### src/rtl/kalman_pkg.sv
// kalman_pkg: shared width, collector FSM states and the IEEE-754 NaN/Inf classifier
package kalman_pkg;
  localparam int DBL_WIDTH = 64;
  typedef enum logic [1:0] {IDLE, COLLECT, HOLD} state_t;
  function automatic logic fp_is_nan_inf(input logic [63:0] x);
    return &x[62:52];
  endfunction
endpackage

### src/rtl/fp_class_chk.sv
// fp_class_chk: flags a double whose exponent is all ones (NaN or Inf)
module fp_class_chk
  import kalman_pkg::*;
(
  input  logic [63:0] x,
  output logic        is_nan_inf
);
  assign is_nan_inf = fp_is_nan_inf(x);
endmodule

### src/rtl/phi_diag_collector.sv
// phi_diag_collector: gathers NUM_DIAG serial P_ii results into a vector with valid/ready output; PHI_COLLECT_NANCHK_EN adds sticky NaN/Inf detection
module phi_diag_collector
  import kalman_pkg::*;
#(
  parameter  int DBL_WIDTH = kalman_pkg::DBL_WIDTH,
  parameter  int NUM_DIAG  = 12,
  localparam int IDX_W     = $clog2(NUM_DIAG)
) (
  input  logic                          clk,
  input  logic                          rst_n,
  input  logic                          start,
  input  logic [DBL_WIDTH-1:0]          a_in,
  input  logic                          a_valid,
  input  logic                          out_ready,
  output logic [NUM_DIAG*DBL_WIDTH-1:0] diag_vec,
  output logic                          out_valid,
  output logic                          busy,
  output logic [IDX_W-1:0]              wr_idx,
  output logic                          overflow_err,
  output logic                          stray_err,
  output logic                          nan_flag
);
  state_t state_q, state_d;
  logic clr, wr_en, ovf_set, stray_set, last;
  assign last      = wr_idx == IDX_W'(NUM_DIAG - 1);
  assign busy      = state_q == COLLECT;
  assign out_valid = state_q == HOLD;
  always_comb begin
    state_d   = state_q;
    clr       = 1'b0;
    wr_en     = 1'b0;
    ovf_set   = 1'b0;
    stray_set = 1'b0;
    case (state_q)
      IDLE: begin
        clr       = start;
        stray_set = a_valid && !start;
        state_d   = start ? COLLECT : IDLE;
      end
      COLLECT: begin
        clr     = start;
        wr_en   = a_valid && !start;
        state_d = (wr_en && last) ? HOLD : COLLECT;
      end
      HOLD: begin
        clr     = out_ready && start;
        ovf_set = a_valid;
        state_d = out_ready ? (start ? COLLECT : IDLE) : HOLD;
      end
      default: state_d = IDLE;
    endcase
  end
  always_ff @(posedge clk or negedge rst_n)
    if (!rst_n) begin
      state_q      <= IDLE;
      wr_idx       <= '0;
      overflow_err <= 1'b0;
      stray_err    <= 1'b0;
    end else begin
      state_q      <= state_d;
      wr_idx       <= (clr || (wr_en && last)) ? '0 : wr_en ? wr_idx + 1'b1 : wr_idx;
      overflow_err <= clr ? 1'b0 : overflow_err | ovf_set;
      stray_err    <= clr ? 1'b0 : stray_err | stray_set;
    end
  for (genvar g = 0; g < NUM_DIAG; g++) begin : g_ent
    always_ff @(posedge clk or negedge rst_n)
      if (!rst_n) diag_vec[g*DBL_WIDTH +: DBL_WIDTH] <= '0;
      else if (wr_en && wr_idx == IDX_W'(g)) diag_vec[g*DBL_WIDTH +: DBL_WIDTH] <= a_in;
  end
`ifdef PHI_COLLECT_NANCHK_EN
  logic nan_hit;
  fp_class_chk u_chk (.x(a_in), .is_nan_inf(nan_hit));
  always_ff @(posedge clk or negedge rst_n)
    if (!rst_n) nan_flag <= 1'b0;
    else nan_flag <= clr ? 1'b0 : nan_flag | (wr_en && nan_hit);
`else
  assign nan_flag = 1'b0;
`endif
endmodule

### config.mk
export PLATFORM = sky130hd
export DESIGN_NAME = phi_diag_collector
export DESIGN_NICKNAME = d
export VERILOG_FILES = /design/src/rtl/kalman_pkg.sv /design/src/rtl/fp_class_chk.sv /design/src/rtl/phi_diag_collector.sv
export SDC_FILE = /design/constraint.sdc
export NUM_CORES = 1
export LEC_CHECK = 0
export ABC_AREA = 1
export BUFFER_PORTS_ARGS = -buffer_cell sky130_fd_sc_hd__buf_2
export CAP_MARGIN = 10
export CORE_AREA = 2 2 330 332
export CTS_CLUSTER_SIZE = 20
export DETAILED_ROUTE_END_ITERATION = 10
export DIE_AREA = 0 0 332 334
export GPL_ROUTABILITY_DRIVEN = 0
export MAX_ROUTING_LAYER = met4
export PLACE_DENSITY = 0.45
export SLEW_MARGIN = 20
export SYNTH_ARGS = -nofsm -noshare
export SYNTH_HDL_FRONTEND = slang
export SYNTH_SLANG_ARGS = --single-unit
### constraint.sdc
create_clock -name clk -period 1.52 [get_ports clk]
set_clock_uncertainty 0.2 [all_clocks]
set_input_delay 0.152 -clock clk [delete_from_list [all_inputs] [get_ports clk]]
set_output_delay 0.152 -clock clk [all_outputs]
set_load 0.005 [all_outputs]
# ---- Word-level counts from Yosys, hierarchy flattened
# Index checks and enable logic that the tools add are counted.
dict set report totals {
  inputBits 69
  ff_bits 776
  output_inout_bits 777
}
dict set report classes {
  n_eq_ne 13
  reduce_logical 21
  n_addsub 1
  n_bitwise 2
  muxes 12
}
# cell n
set op_table {}
lappend op_table {{$eq A4 B3 Y1 const B} 4}
lappend op_table {{$eq A4 B4 Y1 const B} 4}
lappend op_table {{$logic_and A1 B1 Y1} 15}
lappend op_table {{$eq A4 B2 Y1 const B} 2}
lappend op_table {{$mux W4} 2}
lappend op_table {{$mux W1} 6}
lappend op_table {{$pmux W2 S3} 1}
lappend op_table {{$add A4 B1 Y4 const B} 1}
lappend op_table {{$eq A4 B1 Y1 const B} 1}
lappend op_table {{$logic_not A4 Y1} 1}
lappend op_table {{$mux W2} 2}
lappend op_table {{$eq A2 B1 Y1 const B} 1}
lappend op_table {{$eq A2 B2 Y1 const B} 1}
lappend op_table {{$logic_not A2 Y1} 1}
lappend op_table {{$or A1 B1 Y1} 2}
lappend op_table {{$pmux W1 S2} 1}
lappend op_table {{$reduce_bool A2 Y1} 1}
lappend op_table {{$reduce_or A2 Y1} 1}
lappend op_table {{$logic_not A1 Y1} 1}
lappend op_table {{$logic_or A1 B1 Y1} 1}

# ---- Depth between registers and ports, before layout
dict set report logic_depth {
  depth_word 6
  depth_mapped 9
  ltp_nobuf 7
}

# ---- Worst setup path after synthesis
# No wires, ideal clock.
dict set report synth_timing {
  path_kind {flip-flop to flip-flop}
  start {register wr_idx[0]}
  end {register diag_vec[391]}
  slack_ps -177
  path_stages_with_launch 10
  arrival_time_ps 1414
  synth_period_minus_slack_ps 1697
  cell_sequence {dfrtp_1 -> inv_1 -> ha_1 -> inv_1 -> nor2_1 -> nand2_1 -> buf_4 -> clkbuf_1 -> nand2_1 -> o21ai_0}
}
dict set report synth_via {
  elab_chain_cells 2
}
# element line_no
set synth_rtl {}
lappend synth_rtl {{start, declared} phi_diag_collector.sv:18} ;# output logic [IDX_W-1:0] wr_idx,
lappend synth_rtl {{start signal, assigned} phi_diag_collector.sv:61} ;# wr_idx <= (clr || (wr_en && last)) ? '0 : wr_en ? wr_idx + 1'b1 : wr_idx;
lappend synth_rtl {{$eq A4 B3 Y1} phi_diag_collector.sv:68} ;# else if (wr_en && wr_idx == IDX_W'(g)) diag_vec[g*DBL_WIDTH +: DBL_WIDTH] <= a_in;
lappend synth_rtl {{$logic_and A1 B1 Y1} phi_diag_collector.sv:68}
lappend synth_rtl {{end signal, assigned by index} phi_diag_collector.sv:68}
lappend synth_rtl {{end, declared} phi_diag_collector.sv:15} ;# output logic [NUM_DIAG*DBL_WIDTH-1:0] diag_vec,
# Every way passes these cells.
# A chain may end at the register's enable or synchronous reset.

# ---- Final worst setup path
dict set report layout_timing {
  start {register state_q[1]}
  end {output port busy}
}
dict set report layout_via {
  elab_chain_cells 1
}
# element line_no
set layout_rtl {}
lappend layout_rtl {{start, declared} phi_diag_collector.sv:23} ;# state_t state_q, state_d;
lappend layout_rtl {{start signal, assigned} phi_diag_collector.sv:60} ;# state_q <= state_d;
lappend layout_rtl {{$eq A2 B1 Y1} phi_diag_collector.sv:26} ;# assign busy = state_q == COLLECT;
lappend layout_rtl {{end, declared} phi_diag_collector.sv:17} ;# output logic busy,
# Every way passes these cells.

==> reports/results.tsv <==
stage	metric	value	unit
outcome	status	complete, but fails checks	
outcome	failed_checks	negative setup slack	
global_routing	antenna_found_initial	1	
floorplanning	rows	121	
timing	worst_slew_pin_slew	0.7024	ns
place	dp_slack	-0.3499	ns
critical_path	crit_slowest_cell	dfrtp_1	
route	via_count	22852	
cells_and_area	fin_util	0.3699	
critical_path	r2r-end	diag_vec[262]	
timing	fin_crit	1.876	ns
power_and_ir_drop	irDropWorstVdd	0.0008869	V
floorplanning	die_w	332	um
cells_and_area	fin_cells	5181	
timing	max_clock_freq	0.5331	GHz
critical_path	cp_max_fo	5	
critical_path	worstPathCellList	buf_4 -> nor2_4 -> buf_4 -> buf_6	
clock_tree	clk_pin_slew	0.06	ns
critical_path	cp-start-kind	register	
global_routing	grt_use_total	0.2040	
critical_path	r2r_slack	-0.34	ns
route	drt_iter0_markers	1460	
route	drc	0	
clock_tree	clockRootBuffer	clkbuf_16	
timing	postLayoutSetupSlackWorst	-0.3560	ns
route	vias_per_cell	4.411	
logic_synthesis	syn-instance-count	2695	
clock_tree	cts_tree	yes	
critical_path	worstPathArrival	1.52	ns
clock_tree	clock_latency	0.65	ns
timing	finalHoldViolCount	0	
timing	min_period_over_period	1.234	
clock_tree	cts.sinks	776	
clock_tree	ctsLongestPathBuffers	3	
clock_tree	cts.htree.levels	3	
logic_synthesis	synth_nets	2768	
floorplanning	core_area	107800	um^2
logic_synthesis	ys_seq_area_frac	0.6878	
critical_path	endpoint	busy	
timing	report.final.slew_viol_count	0	
cells_and_area	fin_nets	3780	
cells_and_area	n_antenna_cell	0	
global_routing	grt_pass1_wl	162800	um
timing	rsz0062_at_grt	true	
logic_synthesis	synth-seq-cells	776	
logic_synthesis	synth_warnings	0	
global_routing	grt_pass1_vias	22541	
power_and_ir_drop	totalPowerFinal	55.05	mW
route	wirelength	113300	um
floorplanning	die-area	110900	um^2
critical_path	critPathKind	reg2out	
logic_synthesis	netlist_area	28230	um^2
floorplanning	die_y	334	um
flow_run	maxCapViolCount	0	
timing	finalHoldWorstSlack	0.06358	ns
route	ant_nets	0	
floorplanning	initial_core_util	0.2619	
cells_and_area	final_layout_size_suffix_gt1_frac	0.3347	
critical_path	worst_setup_path_end_kind	output pin	
logic_synthesis	synth_cell_types	19	
cells_and_area	fin_area	39870	um^2
timing	finalSetupViolations	1312	
cells_and_area	syn2layout_area_growth	41.21	%
critical_path	required	1.17	ns
timing	finalSetupTns	-213.90	ns
place	place_area	35160	um^2
floorplanning	ios	846	
global_routing	grt-ovfl-total	0	
power_and_ir_drop	p_leak	21.05	nW
critical_path	rr_startpoint	state_q[1]	
clock_tree	numCtsBuffers	89	
global_routing	grt_max_degree	75	
route	wl_per_cell	21.87	um
timing	relSlewSlack	0.5302	
logic_synthesis	synth.avg_cell_area	10.48	um^2
power_and_ir_drop	power.density	1381	nW/um^2
min_path	hp-class	in2async	
route	drtPass1Iterations	5	
place	port_buffers	844	
critical_path	ff2ff_path_depth	10	
critical_path	critPathMaxStageDelay	0.39	ns
place	dp_hpwl	76090	um
critical_path	startpoint	state_q[1]	
place	dp.cells	4917	
critical_path	crit_top_cell	buf_4	
-- placed cells by master, fill, tap and decap left out, types with 8 or more instances in the layout --
master | netlist | routed
inv_1 | 82 | 74
clkbuf_8 | 0 | 17
o21ai_1 | 512 | 636
clkinv_2 | 0 | 8
nor2_1 | 15 | 9
buf_6 | 43 | 28
dlygate4sd3_1 | 0 | 72
buf_16 | 0 | 17
buf_4 | 46 | 125
clkbuf_1 | 92 | 22
dfrtp_1 | 776 | 775
inv_2 | 2 | 9
buf_12 | 0 | 60
o21ai_0 | 263 | 130
buf_2 | 49 | 841
nand2_1 | 785 | 775
clkbuf_16 | 0 | 94
o21ai_2 | 0 | 9
nand2_8 | 0 | 12
-- report_power, final --
group / leakage [nW] / switching (mW) / internal, mW
Clock: 1.44 / 8.93 / 12.8
Combinational: 9.05 / 4.92 / 3.67
Sequential: 10.6 / 1.42 / 23.3
-- worst min path at each step --
stage          cells after the start       endpoint  startpoint  slack [ns]
2_1_floorplan                      0    diag_vec[0]       rst_n       -0.34
6_report                           3  diag_vec[180]       rst_n        0.06
5_1_grt                            3  diag_vec[180]       rst_n        0.06
3_5_place_dp                       2  diag_vec[437]       rst_n        0.04
3_3_place_gp                       2  diag_vec[365]       rst_n        0.05
4_1_cts                            3     state_q[1]   out_ready       0.002
-- layout make-up --
type | instances | area, um^2
clock buffer | 128 | 2544
clock inverter | 23 | 399.1
fill | 10992 | 67920
inverter | 84 | 320.3
multi-input combinational | 1604 | 7381
sequential | 776 | 19420
tap | 1414 | 1769
timing repair buffer | 1152 | 8038
-- sequential cells by signal (all words and copies together) (netlist names) --
signal and flops:
overflow_err 1, stray_err 1, diag_vec 768, wr_idx 4, state_q 2
-- synth_stat cells --
library cell / number / share of area
dfrtp_1: 776 / 0.69
buf_2: 49 / 0.0087
ha_1: 4 / 0.0018
nor2_1: 15 / 0.0020
o21ai_1: 512 / 0.091
nor2_4: 1 / 0.00040
o21ai_0: 263 / 0.047
nand2_2: 8 / 0.0018
nand4_1: 3 / 0.00066
conb_1: 1 / 0.00013
nand2_1: 785 / 0.10
clkbuf_1: 92 / 0.012
inv_1: 82 / 0.011
clkbuf_2: 4 / 0.00071
inv_2: 2 / 0.00027
buf_4: 46 / 0.012
nor3_1: 1 / 0.00018
nand3_1: 8 / 0.0014
buf_6: 43 / 0.017
-- timing repair --
item                       in CTS  in global routing
setup buffers                  13                  9
setup endpoints to repair    1546               1687
pin swaps                       1                  2
cloned                         12                  7
hold endpoints to repair     1552                  0
hold buffers                   72                  0
gates resized for setup        77                 32
-- cell families after synthesis --
kind of cell	share of synthesized area
other	0.0001328
adder cells (fa/ha/maj)	0.001773
AND/OR/NAND/NOR	0.1108
flip-flops	0.6878
AO/OA/AOI/OAI	0.1374
buffers and inverters	0.06217
-- critical path, delay by kind of cell (launching register included) --
kind          cells  cell delay [ns]
flops             1             0.39
simple gates      1             0.11
buf+inv           3             0.39
-- per-layer routing --
layer | part of all wire | up-vias | GRT usage
met3 | 0.074 | 183 | 0.05897
li1 | - | 10838 | -
met4 | 0.034 | 0 | 0.06925
met1 | 0.43 | 11078 | 0.2514
met2 | 0.47 | 753 | 0.3210
met5 | 0 | - | -
Note: power is estimated with default switching activity, not from simulation.
